--- src/rtl/inbuf_pkg.sv ---
// Shared constants and FSM state type for the EC accelerator input buffer write path.
package inbuf_pkg;

    localparam int HOST_DATA_W      = 64;
    localparam int INBUF_MEM_DATA_W = 512;
    localparam int INBUF_MEM_ADDR_W = 6;

    localparam int BEATS      = INBUF_MEM_DATA_W / HOST_DATA_W;
    localparam int DEPTH      = 1 << INBUF_MEM_ADDR_W;
    localparam int BEAT_CNT_W = $clog2(BEATS);

    typedef enum logic [0:0] {
        FILL   = 1'b0,
        COMMIT = 1'b1
    } wr_state_e;

endpackage

--- src/rtl/inbuf_wr_cntl.sv ---
// Input buffer write controller: packs host beats into memory lines and tracks circular occupancy.
// Define INBUF_WR_ERR_CHK_EN to enable the sticky protocol error flag (tied 0 otherwise).
module inbuf_wr_cntl #(
    parameter int HOST_DATA_W      = inbuf_pkg::HOST_DATA_W,
    parameter int INBUF_MEM_DATA_W = inbuf_pkg::INBUF_MEM_DATA_W,
    parameter int INBUF_MEM_ADDR_W = inbuf_pkg::INBUF_MEM_ADDR_W
) (
    input  logic                          clk,
    input  logic                          rstn,
    input  logic                          eng_rstn,
    input  logic [HOST_DATA_W-1:0]        host_wr_data,
    input  logic                          host_wr_val,
    input  logic                          host_wr_last,
    output logic                          host_wr_rdy,
    output logic                          inbuf_mem_wr_req,
    output logic [INBUF_MEM_ADDR_W-1:0]   inbuf_mem_wr_addr,
    output logic [INBUF_MEM_DATA_W-1:0]   inbuf_mem_wr_data,
    input  logic                          rd_line_done,
    output logic [INBUF_MEM_ADDR_W-1:0]   inbuf_rd_addr,
    output logic [INBUF_MEM_ADDR_W:0]     inbuf_lines_avail,
    output logic                          inbuf_empty,
    output logic                          inbuf_wr_err
);

    localparam int BEATS      = INBUF_MEM_DATA_W / HOST_DATA_W;
    localparam int DEPTH      = 1 << INBUF_MEM_ADDR_W;
    localparam int BEAT_CNT_W = $clog2(BEATS);
    localparam int OCC_W      = INBUF_MEM_ADDR_W + 2;

    inbuf_pkg::wr_state_e                state_q, state_d;
    logic [BEAT_CNT_W-1:0]               beat_cnt_q, beat_cnt_d;
    logic [INBUF_MEM_DATA_W-1:0]         pack_q, pack_d;
    logic [INBUF_MEM_DATA_W-1:0]         wr_data_q, wr_data_d;
    logic [INBUF_MEM_ADDR_W-1:0]         wr_ptr_q, wr_ptr_d;
    logic [INBUF_MEM_ADDR_W-1:0]         rd_ptr_q, rd_ptr_d;
    logic [INBUF_MEM_ADDR_W:0]           lines_avail_q, lines_avail_d;

    logic                                wr_req;
    logic                                accept;
    logic                                close_line;
    logic                                rd_ok;
    logic [OCC_W-1:0]                    occ_sum;
    logic [INBUF_MEM_DATA_W-1:0]         line_w;

    assign wr_req = (state_q == inbuf_pkg::COMMIT);

    // A line in COMMIT already owns a slot, so it counts against capacity before it lands in lines_avail.
    assign occ_sum     = OCC_W'(lines_avail_q) + OCC_W'(wr_req);
    assign host_wr_rdy = (occ_sum < OCC_W'(DEPTH));

    assign accept     = host_wr_val && host_wr_rdy;
    assign close_line = accept && ((beat_cnt_q == BEAT_CNT_W'(BEATS - 1)) || host_wr_last);
    assign rd_ok      = rd_line_done && (lines_avail_q != '0);

    always_comb begin
        line_w = pack_q;
        line_w[beat_cnt_q*HOST_DATA_W +: HOST_DATA_W] = host_wr_data;
    end

    always_comb begin
        state_d       = close_line ? inbuf_pkg::COMMIT : inbuf_pkg::FILL;
        beat_cnt_d    = beat_cnt_q;
        pack_d        = pack_q;
        wr_data_d     = wr_data_q;
        wr_ptr_d      = wr_ptr_q + INBUF_MEM_ADDR_W'(wr_req);
        rd_ptr_d      = rd_ptr_q + INBUF_MEM_ADDR_W'(rd_ok);
        lines_avail_d = lines_avail_q;

        if (close_line) begin
            wr_data_d  = line_w;
            pack_d     = '0;
            beat_cnt_d = '0;
        end else if (accept) begin
            pack_d     = line_w;
            beat_cnt_d = beat_cnt_q + 1'b1;
        end

        unique case ({wr_req, rd_ok})
            2'b10:   lines_avail_d = lines_avail_q + 1'b1;
            2'b01:   lines_avail_d = lines_avail_q - 1'b1;
            default: lines_avail_d = lines_avail_q;
        endcase

        if (!eng_rstn) begin
            state_d       = inbuf_pkg::FILL;
            beat_cnt_d    = '0;
            pack_d        = '0;
            wr_data_d     = '0;
            wr_ptr_d      = '0;
            rd_ptr_d      = '0;
            lines_avail_d = '0;
        end
    end

    always_ff @(posedge clk or negedge rstn) begin
        if (!rstn) begin
            state_q       <= inbuf_pkg::FILL;
            beat_cnt_q    <= '0;
            pack_q        <= '0;
            wr_data_q     <= '0;
            wr_ptr_q      <= '0;
            rd_ptr_q      <= '0;
            lines_avail_q <= '0;
        end else begin
            state_q       <= state_d;
            beat_cnt_q    <= beat_cnt_d;
            pack_q        <= pack_d;
            wr_data_q     <= wr_data_d;
            wr_ptr_q      <= wr_ptr_d;
            rd_ptr_q      <= rd_ptr_d;
            lines_avail_q <= lines_avail_d;
        end
    end

`ifdef INBUF_WR_ERR_CHK_EN
    logic err_q, err_d;

    always_comb begin
        err_d = err_q
              | (rd_line_done && (lines_avail_q == '0))
              | (host_wr_val && !host_wr_rdy && host_wr_last);
        if (!eng_rstn) begin
            err_d = 1'b0;
        end
    end

    always_ff @(posedge clk or negedge rstn) begin
        if (!rstn) begin
            err_q <= 1'b0;
        end else begin
            err_q <= err_d;
        end
    end

    assign inbuf_wr_err = err_q;
`else
    assign inbuf_wr_err = 1'b0;
`endif

    assign inbuf_mem_wr_req  = wr_req;
    assign inbuf_mem_wr_addr = wr_ptr_q;
    assign inbuf_mem_wr_data = wr_data_q;
    assign inbuf_rd_addr     = rd_ptr_q;
    assign inbuf_lines_avail = lines_avail_q;
    assign inbuf_empty       = (lines_avail_q == '0);

endmodule

--- config.mk ---
export PLATFORM = sky130hd
export DESIGN_NAME = inbuf_wr_cntl
export DESIGN_NICKNAME = d
export VERILOG_FILES = /design/src/rtl/inbuf_pkg.sv /design/src/rtl/inbuf_wr_cntl.sv
export SDC_FILE = /design/constraint.sdc
export NUM_CORES = 2
export LEC_CHECK = 0
export CAP_MARGIN = 20
export CORE_UTILIZATION = 40
export DETAILED_ROUTE_END_ITERATION = 16
export PLACE_DENSITY = 0.68
export SETUP_SLACK_MARGIN = 0.2
export SKIP_LAST_GASP = 1
export SYNTH_ARGS = -nofsm -noshare
export SYNTH_HDL_FRONTEND = slang
export SYNTH_SLANG_ARGS = --single-unit
--- constraint.sdc ---
create_clock -name clk -period 6.7 [get_ports clk]
set_input_delay 1.34 -clock clk [delete_from_list [all_inputs] [get_ports clk]]
set_output_delay 1.34 -clock clk [all_outputs]
set_load 0.03 [all_outputs]
* Word level (Yosys, flattened, before mapping)
Cells that the tools add are included.
** Cells by class
- Add/sub/neg operators :: 7
- Multipliers :: 0
- Divide/modulo/power cells :: 0
- Magnitude comparators :: 1
- Eq/ne operators :: 6
- Shift operators :: 2
- Multiplexer cells :: 15
- Bitwise gates (word level) :: 0
- Reduce and logical (&&, ||, !) cells :: 6
** Operators with widths (count)
- $mux 512 :: 5
- $bwmux 512 :: 1
- $shift 64x34->512 const A :: 1
- $shiftx 64x34->512 :: 1
- $neg 9->34 :: 1
- $pmux 7 s2 :: 1
- $add 6x1->6 :: 2
- $mux 6 :: 2
- $mux 3 :: 3
- $add 7x1->8 :: 1
- $lt 8x7->1 const B :: 1
- $add 7x1->7 const B :: 1
- $logic_not 7->1 :: 1
- $mux 7 :: 1
- $reduce_bool 7->1 :: 1
- $sub 7x1->7 const B :: 1
- $ne 3x1->1 const B :: 2
- $add 3x1->3 const B :: 1
- $eq 3x3->1 const B :: 1
- $logic_and 1x1->1 :: 3
- $eq 2x1->1 const B :: 1
- $eq 2x2->1 const B :: 1
- $mux 1 :: 2
- $ne 2x1->1 const B :: 1
- $logic_or 1x1->1 :: 1
** Storage, ports and cells
- Register bits :: 1047
- Bits in latches :: 0
- Memory bits (writable) :: 0
- ROM bits :: 0
- Input bits :: 70
- Output and inout port bits :: 535
- Word-level logic and storage cells :: 44
- Memories kept :: 0

* Logic depth before layout (Yosys ltp)
- Depth after elaboration :: 6
- Depth in mapped cells :: 12
- Gate-level depth less buffers :: 9

* Worst setup path after synthesis
OpenSTA, ideal clock, no wires.
- Path type :: register -> output
- Start point :: register lines_avail_q[4], in the netlist inbuf_lines_avail[4]
- End point :: output inbuf_empty
- Arrival time :: 2015 ps
- Required time :: 5360 ps
- Path slack :: 3345 ps
- Cell stages (with the launch flop) :: 3
- Path buffers :: 0
- Cells stage by stage :: dfrtp_1 > or4_4 > nor4_1
** On the way
- Word-level cells in the longest chain between the ends :: 1
** Ends and longest elaborated chain
- start, declared :: line inbuf_wr_cntl.sv:36 : logic [INBUF_MEM_ADDR_W:0] lines_avail_q, lines_avail_d;
- start signal, assigned :: line inbuf_wr_cntl.sv:111 : lines_avail_q <= lines_avail_d;
- $logic_not 7->1 :: line inbuf_wr_cntl.sv:145 : assign inbuf_empty = (lines_avail_q == '0);
- end, declared :: line inbuf_wr_cntl.sv:21 : output logic inbuf_empty,
No other way between the ends.

* Worst setup path in the final report
- Start point :: register beat_cnt_q[0]
- End point :: register pack_q[353]
** On the way
- Word-level cells in the longest chain between the ends :: 6
- Elaborated cells on any way between the ends :: 11
- Those cells by class :: add/sub: 1; eq/ne: 2; shift: 2; mux: 4; reduce/logical: 2
** Ends and longest elaborated chain
- start, declared :: line inbuf_wr_cntl.sv:31 : logic [BEAT_CNT_W-1:0] beat_cnt_q, beat_cnt_d;
- start signal, assigned :: line inbuf_wr_cntl.sv:106 : beat_cnt_q <= beat_cnt_d;
- $neg 9->34 :: line inbuf_wr_cntl.sv:57 : line_w[beat_cnt_q*HOST_DATA_W +: HOST_DATA_W] = host_wr_data;
- $shiftx 64x34->512 / $shift 64x34->512 (equally long branches) :: line inbuf_wr_cntl.sv:57
- $bwmux 512 :: line inbuf_wr_cntl.sv:57
- $mux 512 :: line inbuf_wr_cntl.sv:73 : end else if (accept) begin
- $mux 512 :: line inbuf_wr_cntl.sv:69 : if (close_line) begin
- $mux 512 :: line inbuf_wr_cntl.sv:84 : if (!eng_rstn) begin
- end signal, assigned :: line inbuf_wr_cntl.sv:107 : pack_q <= pack_d;
- end, declared :: line inbuf_wr_cntl.sv:32 : logic [INBUF_MEM_DATA_W-1:0] pack_q, pack_d;
Parallel ways exist; a longest one is shown, timed or not. The select of a mux whose other input is x is not followed.
A chain may end at the register's enable or synchronous reset.

==> flow_results.org <==
** Outcome
- Outcome :: finished, final reports clean

** Clocking
- Clk sink count :: 1047
- Clock tree root driver cell :: sky130_fd_sc_hd__clkbuf_16
- Number of resized instances in the post-cts repair step :: 0
- CTS HTree Levels :: 3
- Hold-fix buffer count after cts :: 0
- Clock-pin slew was measured on the worst setup and hold paths at 0.06 ns.
- The longest clock path from root to sink contains 3 buffers.
- At the later pin of the worst-skew pair, clock insertion delay measures 0.71 ns.
- Buffers inserted during post-CTS setup optimization :: 0
- TritonCTS built the clock tree.
- The number of clock buffers added by TritonCTS is 108.

** Yosys
- Averaged over all synthesized cells, the footprint is 10.5 sq um.
- Simple-gate share of the synthesized area :: 0.102
- The number of nets handed over by synthesis was 4299.
- Synth Cell Area :: 44300 sq um
- Async set-or-reset flop fraction in the synthesized netlist :: 1.00
- The synthesized design contains 0 enable-type register cells.
- Number of instances in the synthesized netlist :: 4212
- Of the total synthesized cell area, the portion taken by XOR and XNOR cells is 0.00234.
- Synthesis-stage register bit count :: 1047
- Counting distinct cell types in the post-synthesis netlist gives 59.
- Of the total synthesized cell area, the portion taken by full adders, half adders and majority gates is 0.00497.
- The synthesized-area fraction occupied by ao, oa, aoi and oai cells came to 0.224.
- Sequential fraction of the synthesis area :: 0.592
- For this run, the number of Yosys warnings is 0.
- Combinational family with the most area after synthesis :: compound AO/OA/AOI/OAI gates
- Post-synthesis mux area share :: 0.0287
- For this run, the leading register cell type out of synthesis is sky130_fd_sc_hd__dfrtp_1.

** Placed design
- IO Port Bufs :: 603
- Routability-driven placement congestion ratio :: 0.829
- OpenSTA, run right after detailed placement, puts the worst setup slack at 2.10 ns.
- Once placement completed, the tool counted placed cells totaling 5863.
- Detailed-placement wirelength estimate :: 93000 um

** Floorplanning
- Die area :: 112000 sq um
- For this configuration, the core starts out at a cell density of 0.405.
- During I/O placement, the number of pins put on the boundary was 605.
- Die Width :: 335 um
- The die is 335 um tall.
- Placeable core region :: 109000 sq um
- FP Rows :: 121

** Global route
- Entering global routing, the biggest net connects 218 pins.
- Global-route wire length before repair :: 231000 um
- Overall global routing resource usage :: 0.270
- The number of antenna violations at the first check in global routing came to 6.
- The via count of the first global-routing pass is 35300.
- Overflow left after global routing :: 0

** Pwr
- Total power of the final layout :: 0.0172 W
- Summed over all cells, the static leakage comes to 23.8 nW.
- In this run the power density over the cells is 314 nW/um^2.
- IR Drop Worst-Case VDD :: 206 uV

** Timing
- Measured against its own limit, the worst slew margin works out to 0.164.
- Max frequency :: 231 MHz
- The count of final max-slew check failures was 0.
- Tightest Pin Transition :: 1.25 ns
- Setup total negative slack on the finished layout was measured at 0 ns.
- For the final database, setup skew stands at 0.0221 ns.
- Final hold violations :: 0
- Setup violations remaining at the end of the flow were counted as 0.
- Post-layout minimum cycle time :: 4.33 ns
- In the finished design, the share of the clock period the worst path needs comes to 0.647.
- Unrepaired setup endpoints after global routing :: no
- PnR worst setup slack :: 2.37 ns

** Layout
- The top cell types in the final layout, fill and taps aside, are 1047 x sky130_fd_sc_hd__dfrtp_1, 601 x sky130_fd_sc_hd__clkdlybuf4s50_1, 397 x sky130_fd_sc_hd__o21ai_0.
- The net count of the finished layout is 4587.
- The library cell used most frequently in the layout, excluding fill and tap cells, is sky130_fd_sc_hd__dfrtp_1.
- Finished Layout Cells :: 6069
- The area growth from synthesis to layout is 23.9%.
- In the final layout, the share of cells above drive strength 1 is 0.0618.

** Worst setup path
- R2r startpoint :: beat_cnt_q[0]
- Maximum fanout encountered on the critical timing path :: 65
- The worst register-to-register path has a setup slack of 2.37 ns.
- Data on the critical path arrives at its endpoint at 4.97 ns.
- STA classifies the critical path startpoint as a flop.
- The worst register-to-register path ends at pack_q[353].
- Required arrival time at the worst endpoint :: 7.33 ns
- The worst setup path is of the reg -> reg kind.
- The worst setup path is captured at a flop.
- For the worst flop-to-flop path, the logic depth is 8.

** Drt
- Length of routed wiring on met1 :: 67700 um
- Final wirelength :: 154000 um
- The routed design uses 70200 um of met2 wire.
- Uppermost layer routed :: met5
- Length of the first detailed-routing pass in iterations :: 5
- DR iter-0 viols :: 3899
- Routed WL per cell :: 25.4 um
- Number of nets with antenna violations after detailed routing :: 0
- In the routed layout, each cell is associated on average with a via count of 6.02.
- After detailed routing, the number of remaining DRC violations is 0.
- The routed design uses 12200 um of met3 wire.
- For this block, the via count after detailed routing is 36500.

** Worst hold path
- The worst hold path passes through 2 cells.
- Start point of the worst min-delay path :: pack_q[495]
- The path with the worst hold slack has its endpoint at pack_q[495].
- The min-delay analysis places its worst path in the category reg -> reg.

** Flow run
- The tool flagged a number of max-cap violations equal to 0.
==> registers in the layout, summed over array words and instances, names as in the netlist <==
register / flops
beat_cnt_q: 3
inbuf_lines_avail: 7
inbuf_mem_wr_addr: 6
inbuf_mem_wr_data: 512
inbuf_mem_wr_req: 1
inbuf_rd_addr: 6
pack_q: 512
==> cell usage after synthesis, types with 3 or more instances <==
library cell / n / area share
sky130_fd_sc_hd__ha_1: 16 / 0.0045
sky130_fd_sc_hd__xor2_1: 5 / 0.00099
sky130_fd_sc_hd__a221oi_1: 118 / 0.023
sky130_fd_sc_hd__nor3_1: 66 / 0.0075
sky130_fd_sc_hd__a22oi_1: 128 / 0.022
sky130_fd_sc_hd__inv_1: 6 / 0.00051
sky130_fd_sc_hd__buf_2: 129 / 0.015
sky130_fd_sc_hd__buf_1: 10 / 0.00085
sky130_fd_sc_hd__clkbuf_1: 329 / 0.028
sky130_fd_sc_hd__xnor2_1: 5 / 0.00099
sky130_fd_sc_hd__a21o_1: 3 / 0.00051
sky130_fd_sc_hd__and3_1: 76 / 0.011
sky130_fd_sc_hd__nor2_1: 280 / 0.024
sky130_fd_sc_hd__o21a_1: 3 / 0.00051
sky130_fd_sc_hd__a31oi_1: 65 / 0.0092
sky130_fd_sc_hd__o21ai_0: 397 / 0.045
sky130_fd_sc_hd__a22o_1: 244 / 0.048
sky130_fd_sc_hd__o22ai_1: 128 / 0.018
sky130_fd_sc_hd__o31ai_1: 4 / 0.00068
sky130_fd_sc_hd__nand3_1: 209 / 0.024
sky130_fd_sc_hd__and4_1: 5 / 0.00099
sky130_fd_sc_hd__buf_4: 12 / 0.0020
sky130_fd_sc_hd__and2_1: 7 / 0.00099
sky130_fd_sc_hd__dfrtp_1: 1047 / 0.59
sky130_fd_sc_hd__a21oi_1: 260 / 0.029
sky130_fd_sc_hd__a211oi_1: 141 / 0.024
sky130_fd_sc_hd__a32o_1: 5 / 0.0011
sky130_fd_sc_hd__mux2i_1: 127 / 0.029
sky130_fd_sc_hd__nand2_1: 346 / 0.029
==> per-layer routing <==
layer / vias to the layer above / GRT usage
li1: 16000 / -
met1: 18600 / 0.386
met2: 1727 / 0.411
met3: 236 / 0.0512
met4: 2 / 0.0878
met5: - / 0
==> worst max path at each step <==
| stage | from | endpoint | slack, ns | cells past startpoint |
|---|---|---|---|---|
| after floorplan | inbuf_lines_avail[4] | inbuf_empty | 3.35 | 2 |
| after global placement | eng_rstn | inbuf_mem_wr_data[86] | 2.25 | 6 |
| after detailed placement | eng_rstn | inbuf_mem_wr_data[90] | 2.10 | 6 |
| after CTS | beat_cnt_q[0] | pack_q[332] | 2.41 | 8 |
| after global routing | beat_cnt_q[0] | pack_q[367] | 2.14 | 8 |
| final | beat_cnt_q[0] | pack_q[353] | 2.37 | 8 |
==> layout make-up <==
| type | count | area [sq um] |
|---|---|---|
| diodes | 1 | 2.50 |
| clock buffers | 152 | 3110 |
| clock inverters | 50 | 702 |
| fillers | 9798 | 54400 |
| inverters | 6 | 27.5 |
| multi-input cells | 2677 | 16300 |
| flip-flops and latches | 1047 | 26200 |
| well taps | 1476 | 1850 |
| repair buffers | 660 | 6710 |
==> logic make-up after synthesis <==
family / Yosys count
adders and majority gates: 17
muxes: 127
buffers and inverters: 488
other: 1
and+or+nand+nor: 1013
xor gates and xnor gates: 11
AOI/OAI and AO/OA: 1508
DFF: 1047
==> stage by stage <==
stage | hold slack [ns] | cell area (sq um) | util
3_5_place_dp | 0.471 | 51000 | 0.467
5_1_grt | 0.502 | 54900 | 0.502
4_1_cts | 0.483 | 54800 | 0.502
2_1_floorplan | 0.449 | 44300 | -
3_3_place_gp | 0.462 | 51000 | 0.467
6_report | 0.480 | 54900 | 0.502
==> power breakdown <==
group,switching (W),internal [W],total [W]
Clock,0.00265,0.00379,0.00645
Combinational,0.00254,0.00121,0.00374
Sequential,0.000338,0.00671,0.00705
==> worst max-delay path, cell delays in order (launching register included) <==
cell and delay, ns:
sky130_fd_sc_hd__dfrtp_1 0.70, sky130_fd_sc_hd__inv_1 0.14, sky130_fd_sc_hd__ha_1 0.24, sky130_fd_sc_hd__ha_1 0.70
sky130_fd_sc_hd__nand2b_1 0.42, sky130_fd_sc_hd__o21a_4 0.82, sky130_fd_sc_hd__nand2_1 0.22, sky130_fd_sc_hd__nand2_4 0.71
sky130_fd_sc_hd__a22o_1 0.26
(Power assumes the default switching activity.)
